===== config.mk =====
export PLATFORM = sky130hd
export DESIGN_NAME = sram_axi_port
export DESIGN_NICKNAME = d
export VERILOG_FILES = /design/src/rtl/sram_axi_port.sv
export SDC_FILE = /design/constraint.sdc
export NUM_CORES = 1
export LEC_CHECK = 0
export ABC_AREA = 1
export BUFFER_PORTS_ARGS = -buffer_cell sky130_fd_sc_hd__clkbuf_2
export CAP_MARGIN = 20
export CORE_UTILIZATION = 42
export CTS_CLUSTER_DIAMETER = 40
export DETAILED_ROUTE_END_ITERATION = 12
export PLACE_DENSITY = 0.79
export SKIP_CTS_REPAIR_TIMING = 1
export SLEW_MARGIN = 30
export SYNTH_ARGS = -nofsm -noshare
export SYNTH_HDL_FRONTEND = slang
export SYNTH_SLANG_ARGS = --single-unit

===== constraint.sdc =====
create_clock -name clk -period 1.9 [get_ports clk]
set_clock_uncertainty 0.15 [all_clocks]
set_input_delay 0 -clock clk [delete_from_list [all_inputs] [get_ports clk]]
set_output_delay 0 -clock clk [all_outputs]
set_load 0.02 [all_outputs]

===== src/rtl/sram_axi_port.sv =====
// SRAM-like request port to single-beat AXI3 read/write bridge.
// One outstanding transaction; the AW and W channels complete independently.
module sram_axi_port #(
  parameter int unsigned IDW   = 4,
  parameter int unsigned RD_ID = 0,
  parameter int unsigned WR_ID = 1
) (
  input  logic           clk,
  input  logic           reset,
  input  logic           req,
  input  logic           wr,
  input  logic [1:0]     size,
  input  logic [31:0]    addr,
  input  logic [3:0]     wstrb,
  input  logic [31:0]    wdata,
  output logic           addr_ok,
  output logic           data_ok,
  output logic [31:0]    rdata,
  output logic [IDW-1:0] arid,
  output logic [31:0]    araddr,
  output logic [2:0]     arsize,
  output logic           arvalid,
  input  logic           arready,
  input  logic [31:0]    rdata_axi,
  input  logic           rvalid,
  output logic           rready,
  output logic [IDW-1:0] awid,
  output logic [31:0]    awaddr,
  output logic [2:0]     awsize,
  output logic           awvalid,
  input  logic           awready,
  output logic [31:0]    wdata_axi,
  output logic [3:0]     wstrb_axi,
  output logic           wvalid,
  input  logic           wready,
  input  logic           bvalid,
  output logic           bready
);

  typedef enum logic [2:0] {
    IDLE    = 3'd0,
    RD_ADDR = 3'd1,
    RD_DATA = 3'd2,
    WR_REQ  = 3'd3,
    WR_RESP = 3'd4
  } state_t;

  state_t      state, state_next;
  logic [31:0] lat_addr;
  logic [31:0] lat_wdata;
  logic [1:0]  lat_size;
  logic [3:0]  lat_wstrb;
  logic        aw_done, w_done;
  logic        aw_fin, w_fin;

  // Channel valids/readys are pure decodes of the state and completion flags.
  assign addr_ok = (state == IDLE) & req;
  assign arvalid = (state == RD_ADDR);
  assign rready  = (state == RD_DATA);
  assign awvalid = (state == WR_REQ) & ~aw_done;
  assign wvalid  = (state == WR_REQ) & ~w_done;
  assign bready  = (state == WR_RESP);

  // A channel counts as finished if it already handshook or does so this cycle.
  assign aw_fin = aw_done | (awvalid & awready);
  assign w_fin  = w_done  | (wvalid  & wready);

  assign arid      = IDW'(RD_ID);
  assign awid      = IDW'(WR_ID);
  assign araddr    = lat_addr;
  assign awaddr    = lat_addr;
  assign arsize    = {1'b0, lat_size};
  assign awsize    = {1'b0, lat_size};
  assign wdata_axi = lat_wdata;
  assign wstrb_axi = lat_wstrb;

  always_ff @(posedge clk) begin
    if (reset) state <= IDLE;
    else       state <= state_next;
  end

  always_comb begin
    state_next = state;
    case (state)
      IDLE:    if (req) state_next = wr ? WR_REQ : RD_ADDR;
      RD_ADDR: if (arready) state_next = RD_DATA;
      RD_DATA: if (rvalid) state_next = IDLE;
      WR_REQ:  if (aw_fin & w_fin) state_next = WR_RESP;
      WR_RESP: if (bvalid) state_next = IDLE;
      default: state_next = IDLE;
    endcase
  end

  // Request latch, completion pulse, read data and write-channel flags.
  always_ff @(posedge clk) begin
    if (reset) begin
      lat_addr  <= '0;
      lat_wdata <= '0;
      lat_size  <= '0;
      lat_wstrb <= '0;
      rdata     <= '0;
      data_ok   <= 1'b0;
      aw_done   <= 1'b0;
      w_done    <= 1'b0;
    end else begin
      data_ok <= ((state == RD_DATA) & rvalid) | ((state == WR_RESP) & bvalid);
      if (addr_ok) begin
        lat_addr  <= addr;
        lat_wdata <= wdata;
        lat_wstrb <= wstrb;
        lat_size  <= (size == 2'd3) ? 2'd2 : size;
      end
      if ((state == RD_DATA) && rvalid) rdata <= rdata_axi;
      if ((state == WR_REQ) && !(aw_fin && w_fin)) begin
        aw_done <= aw_fin;
        w_done  <= w_fin;
      end else begin
        aw_done <= 1'b0;
        w_done  <= 1'b0;
      end
    end
  end

endmodule


==> results of run 1 <==
## logic make-up after synthesis
| kind of cell | count (synthesis) | share of synthesized area (%) |
|---|---|---|
| AO/OA/AOI/OAI | 106 | 12.7 |
| other | 2 | 0.177 |
| flip-flops | 108 | 51.0 |
| buffers and inverters | 93 | 12.8 |
| AND/OR/NAND/NOR | 239 | 23.4 |
## where the power goes
group          total, mW  switching (mW)  internal [mW]
clock network       1.41           0.777          0.630
logic               3.01            1.97           1.04
registers           2.88           0.251           2.63
## critical path: cells and delay by family (launching register included)
family                 cells  cell delay (ns)
flip-flops                 1             0.41
buffers and inverters      4             0.73
AND/OR/NAND/NOR            1             0.11
## routing by layer
layer	global-route usage (%)	wire, µm	up-vias
li1	-	-	2334
met1	22.5	5260	2187
met2	35.5	7270	234
met3	4.34	945	43
met4	6.04	507	0
met5	0	0	-
## path summary, 6_finish.rpt
path,from,to,depth (start not counted)
setup reg to reg,state[2]$_SDFFE_PP0P_,wdata_axi[26]$_SDFFE_PP0P_,5
hold reg to reg,rdata[16]$_SDFFE_PP0P_,rdata[16]$_SDFFE_PP0P_,2
setup / recovery,state[2]$_SDFFE_PP0P_,addr_ok,5
hold / removal,arready,state[2]$_SDFFE_PP0P_,7
## flip-flops by register name, summed over array words and instances (netlist names)
name / cells
araddr: 32
rdata: 32
wdata_axi: 32
wstrb_axi: 4
state: 3
lat_size: 2
aw_done: 1
data_ok: 1
w_done: 1
## synthesized netlist by cell type
cell,instances,share of area [%]
sky130_fd_sc_hd__nand3_1,34,4.0
sky130_fd_sc_hd__nand4_1,5,0.74
sky130_fd_sc_hd__nand2_1,183,16
sky130_fd_sc_hd__nor3_4,1,0.38
sky130_fd_sc_hd__clkbuf_1,19,1.7
sky130_fd_sc_hd__buf_4,46,8.1
sky130_fd_sc_hd__inv_2,2,0.18
sky130_fd_sc_hd__nor2_1,8,0.71
sky130_fd_sc_hd__a31o_2,1,0.21
sky130_fd_sc_hd__conb_1,2,0.18
sky130_fd_sc_hd__nor3_1,2,0.24
sky130_fd_sc_hd__buf_2,16,1.9
sky130_fd_sc_hd__dfxtp_1,108,51
sky130_fd_sc_hd__nor2_2,1,0.15
sky130_fd_sc_hd__nand3b_1,3,0.53
sky130_fd_sc_hd__nor3_2,1,0.24
sky130_fd_sc_hd__nand3_2,1,0.24
sky130_fd_sc_hd__a21oi_1,104,12
sky130_fd_sc_hd__a211oi_1,1,0.18
sky130_fd_sc_hd__inv_1,10,0.89
## stage by stage
step	power, mW	cell area [µm²]	setup slack (ns)	util [%]
2_1_floorplan	4.92	4270	0.320	-
3_3_place_gp	5.64	5340	0.309	54.6
3_5_place_dp	5.67	5340	0.280	54.6
4_1_cts	7.06	5530	0.0485	56.6
5_1_grt	7.72	6610	0.0335	67.6
6_report	7.30	6610	0.154	67.6
## layout make-up
class	instances	area share, %
sequential	108	32.7
tap	133	2.52
inverter	12	0.700
timing repair buffer	370	37.3
clock inverter	5	0.984
multi-input combinational	355	23.7
clock buffer	11	1.99
==> metrics.csv, run 1 <==
stage;metric;value;unit
worst_setup_path;worst_path_largest_cell_delay;0.41;ns
drt;vias_per_cell;4.83;
logic_synthesis;synth_sequential_area_ratio;51.0;%
worst_setup_path;worst_ep_required_time;1.75;ns
sta;report.final.hold_viol_count;0;
layout;fin_cells;994;
worst_setup_path;timing.critical_path.slowest_stage_cell;sky130_fd_sc_hd__dfxtp_2;
layout;synthToLayoutAreaGrowth;55.8;%
layout;area_taken_by_flip_flops_and_latches;2160;µm²
drt;detailedRoute.firstPassIterationCount;4;
cts;tritoncts_clock_tree;built;
sta;fmax;573;MHz
logic_synthesis;postSynthRegisterBits;108;
placed_design;port_buffers;253;
drt;drt-initial-drc-count;156;
floorplanning;die_area;10500;µm²
layout;mostFrequentLayoutCells;sky130_fd_sc_hd__clkbuf_2 (252), sky130_fd_sc_hd__nand2_1 (183), sky130_fd_sc_hd__dlygate4sd3_1 (107);
worst_setup_path;worst_reg2reg_setup_slack;0.33;ns
logic_synthesis;postSynthCellCount;548;
sta;timing.hold.ws;0.0426;ns
sta;maxSlewViolCount;0;
layout;insertedDiodeCount;0;
floorplanning;chip_height;102;µm
logic_synthesis;post_synth.cell_area_avg;7.74;µm²
sta;accumulated_negative_setup_slack;0;ns
drt;avg_wl_per_cell;14.1;µm
global_route;first_global_vias;3577;
drt;finalWirelength;14000;µm
global_route;global_route.overflow_total;0;
worst_setup_path;critPathArrivalTime;1.60;ns
global_route;grt_antenna_before_repair;0;
run_status;run_status;finished, final reports clean;
layout;fill_count;764;
sta;final.period_utilization;91.9;%
placed_design;routabilityCongestion;0.834;
cts;clock_tree.htree_level_count;3;
layout;multi_input_logic_area;1570;µm²
sta;setup_viol_count_final;0;
layout;final_common_cell;sky130_fd_sc_hd__clkbuf_2;
placed_design;hpwlAfterDp;7730;µm
floorplanning;initial_utilization;43.4;%
cts;clkSinkCount;108;
global_route;grt_use_total;19.5;%
cts;clock_transition_time_at_the_flip_flop_clock_pins_of_the_worst_setup_and_hold_paths;0.09;ns
global_route;grt_first_pass_wirelength;16100;µm
cts;insertion_delay;0.35;ns
worst_setup_path;worstSetupPathType;reg2out;
power_and_ir_drop;vdd_ir_max;0.641;mV
sta;unrepaired_setup_endpoints_after_global_routing;no;
logic_synthesis;synthesis.yosys.warnings;0;
cts;clock_tree.buffer_depth;2;
floorplanning;boundaryPins;264;
sta;final.min_clock_period;1.75;ns
layout;num-nets-final;967;
worst_setup_path;endpoint_kind;primary output;
power_and_ir_drop;p_leak;3.10;nW
run;timing.max_cap.violations;0;
cts;tritoncts.num_buffers;9;
floorplanning;core_area;9770;µm²
worst_setup_path;path_cells;inv_1 > nand3_2 > clkinv_2 > buf_12 > clkbuf_2;
drt;vias;4798;
worst_setup_path;cp_max_fo;25;
cts;cts-root-buf;sky130_fd_sc_hd__clkbuf_8;
power_and_ir_drop;total_power_per_unit_cell_area;1100;nW/µm²
floorplanning;floorplan.rows;36;
layout;post_route_cells_drive_above_1_share;33.2;%
floorplanning;die_width;102;µm
worst_hold_path;timing.hold.worst.class;in2reg;
drt;detail-route-antenna-nets;0;
logic_synthesis;netlist_area;4240;µm²
worst_setup_path;setup.worst_path.start_class;flip-flop;
placed_design;place_inst;871;
drt;drc;0;
global_route;grt_start_max_net_pins;42;
logic_synthesis;synth_cell_types;20;
(Power assumes the default switching activity.)
==> run 2: changes to the inputs <==
- BUFFER_PORTS_ARGS: -buffer_cell sky130_fd_sc_hd__clkbuf_2 -> not set
- DONT_BUFFER_PORTS: not set -> 1
- PLACE_DENSITY: 0.79 -> not set
- clock period: 1.9 -> 1.5 ns (I/O delays scaled with it)
==> metrics.csv, run 2 (synthesis results as in run 1) <==
stage;metric;value;unit;change
cts;tritoncts.num_buffers;9;;unchanged
drt;vias;3617;;was 4798
placed_design;routabilityCongestion;0.815;;was 0.834
drt;detail-route-antenna-nets;0;;unchanged
power_and_ir_drop;gate_power_share;38.4;%;was 41.3%
sta;report.final.hold_viol_count;106;;was 0
global_route;gr_util_met1;19.9;%;was 22.5%
worst_setup_path;critPathArrivalTime;1.47;ns;was 1.60 ns
layout;post_route_cells_drive_above_1_share;21.1;%;was 33.2%
run_status;violations;hold timing, setup timing;;
floorplanning;boundaryPins;264;;unchanged
worst_setup_path;timing.critical_path.slowest_stage_cell;sky130_fd_sc_hd__dfxtp_2;;unchanged
sta;setup_viol_count_final;37;;was 0
worst_setup_path;cp_max_fo;5;;was 25
worst_setup_path;path_cells;buf_6 > inv_4 > nor3_4 > buf_6 > inv_2 > nor2_1 > buf_4;;was inv_1 > nand3_2 > clkinv_2 > buf_12 > clkbuf_2
drt;avg_wl_per_cell;16.2;µm;was 14.1 µm
global_route;grt_use_met2;31.1;%;was 35.5%
power_and_ir_drop;switchingPower;3.71;mW;was 3.00 mW
sta;unrepaired_setup_endpoints_after_global_routing;yes;;was no
power_and_ir_drop;total_power_per_unit_cell_area;1860;nW/µm²;was 1100 nW/µm²
worst_setup_path;critical_path_s_most_frequent_cell;sky130_fd_sc_hd__buf_6;;
power_and_ir_drop;fraction_of_power_spent_switching_nets;40.0;%;was 41.1%
sta;accumulated_negative_setup_slack;-2.11;ns;was 0 ns
floorplanning;floorplan.rows;36;;unchanged
floorplanning;core_area;9770;µm²;unchanged
drt;finalWirelength;11200;µm;was 14000 µm
floorplanning;chip_height;102;µm;unchanged
worst_setup_path;worst_ep_required_time;1.35;ns;was 1.75 ns
run;timing.max_cap.violations;0;;unchanged
worst_setup_path;endpoint_kind;primary output;;unchanged
cts;insertion_delay;0.35;ns;about the same
cts;clock_transition_time_at_the_flip_flop_clock_pins_of_the_worst_setup_and_hold_paths;0.10;ns;was 0.09 ns
layout;final_core_util;51.0;%;was 67.6%
cts;tritoncts_clock_tree;built;;unchanged
layout;fill_count;939;;was 764
power_and_ir_drop;seqPwrFrac;42.6;%;was 39.5%
drt;drc;0;;unchanged
cts;clkSinkCount;108;;unchanged
power_and_ir_drop;cellInternalPower;5.56;mW;was 4.30 mW
run_status;run_status;finished, violations left;;was finished, final reports clean
cts;clock_tree.htree_level_count;3;;unchanged
power_and_ir_drop;totalPowerFinal;9.28;mW;was 7.30 mW
worst_setup_path;setup.worst_path.start_class;flip-flop;;unchanged
layout;synthToLayoutAreaGrowth;17.6;%;was 55.8%
floorplanning;die_area;10500;µm²;unchanged
global_route;grt_first_pass_wirelength;14500;µm;was 16100 µm
cts;clock_tree.buffer_depth;2;;unchanged
floorplanning;die_width;102;µm;unchanged
worst_hold_path;timing.hold.worst.class;in2reg;;unchanged
power_and_ir_drop;vdd_ir_max;0.793;mV;was 0.641 mV
drt;detailedRoute.firstPassIterationCount;4;;unchanged
sta;layout_setup_ws;-0.120;ns;was 0.154 ns
sta;final.min_clock_period;1.62;ns;
cts;cts-root-buf;sky130_fd_sc_hd__clkbuf_8;;unchanged
sta;maxSlewViolCount;0;;unchanged
layout;layout.cell_area.non_filler;4990;µm²;was 6610 µm²
sta;final.period_utilization;108;%;
layout;num-nets-final;666;;was 967
layout;fin_cells;693;;was 994
global_route;grt_start_max_net_pins;106;;was 42
floorplanning;initial_utilization;43.4;%;unchanged
placed_design;hpwlAfterDp;6980;µm;was 7730 µm
global_route;grt_antenna_before_repair;0;;unchanged
power_and_ir_drop;p_leak;1.92;nW;was 3.10 nW
global_route;grt_use_total;17.8;%;was 19.5%
layout;final_common_cell;sky130_fd_sc_hd__nand2_1;;was sky130_fd_sc_hd__clkbuf_2
drt;vias_per_cell;5.22;;was 4.83
layout;mostFrequentLayoutCells;sky130_fd_sc_hd__nand2_1 (171), sky130_fd_sc_hd__dfxtp_1 (106), sky130_fd_sc_hd__a21oi_1 (94);;was sky130_fd_sc_hd__clkbuf_2 (252), sky130_fd_sc_hd__nand2_1 (183), sky130_fd_sc_hd__dlygate4sd3_1 (107)
placed_design;port_buffers;0;;was 253
global_route;first_global_vias;3070;;was 3577
global_route;grt_util_met3;6.03;%;was 4.34%
worst_setup_path;worst_path_largest_cell_delay;0.35;ns;was 0.41 ns
global_route;global_route.overflow_total;0;;unchanged
power_and_ir_drop;share_clk_of_total_power;19.0;%;was 19.3%
layout;insertedDiodeCount;0;;unchanged
worst_setup_path;worstSetupPathType;reg2out;;unchanged
drt;drt-initial-drc-count;137;;was 156
global_route;grt.busiest_layer;met2;;unchanged
placed_design;placed_cell_area;4390;µm²;was 5340 µm²
sta;timing.hold.ws;-0.453;ns;was 0.0426 ns
sta;fmax;617;MHz;
placed_design;place_inst;660;;was 871
-- run 2: through the flow --
step	setup WS [ns]	hold slack, ns
after global placement	0.0742	-0.0743
after detailed placement	0.0522	-0.0713
after global routing	-0.206	-0.487
after floorplan	-0.0140	-0.00736
after CTS	-0.222	-0.471
final	-0.120	-0.453
-- run 2: worst max-delay path: cells and delay by family (launching register included) --
| kind | cells | cell delay, ns |
|---|---|---|
| flops | 1 | 0.35 |
| simple gates | 2 | 0.30 |
| buf+inv | 5 | 0.48 |
-- run 2: area by class of cell --
cell class	count	area [µm²]	area share [%]
clock inverters	3	46.3	0.928
repair buffers	69	704	14.1
clock buffers	13	149	2.99
inverters	12	50.0	1.00
multi-input cells	355	1710	34.2
well taps	133	166	3.34
flip-flops and latches	108	2160	43.4
-- run 2: power by group through the flow --
stage | Combinational, mW | Sequential (mW) | Clock, mW
final | 3.56 | 3.95 | 1.76
after global routing | 3.87 | 4.01 | 1.93
after CTS | 2.88 | 3.94 | 1.82
after detailed placement | 2.88 | 4.01 | 0
after global placement | 2.81 | 3.99 | 0
after floorplan | 2.06 | 4.18 | 0
-- run 2: metal layers --
metal / wire length [µm] / part of all wire (%) / vias up
met5: 0 / 0 / -
met3: 1250 / 11 / 16
met1: 4270 / 38 / 1661
met2: 5530 / 49 / 208
met4: 159 / 1.4 / 0
li1: - / - / 1732
-- run 2: path summary, 6_finish.rpt --
check             cells past startpoint                       end                startpoint  slack (ns)
hold reg to reg                       2  lat_size[1]$_SDFFE_PP0P_  lat_size[1]$_SDFFE_PP0P_        0.32
setup reg to reg                      7    rdata[30]$_SDFFE_PP0P_     state[0]$_SDFFE_PP0P_       -0.08
hold / removal                        1     rdata[6]$_SDFFE_PP0P_                     reset       -0.45
setup / recovery                      7                   awvalid     state[0]$_SDFFE_PP0P_       -0.12
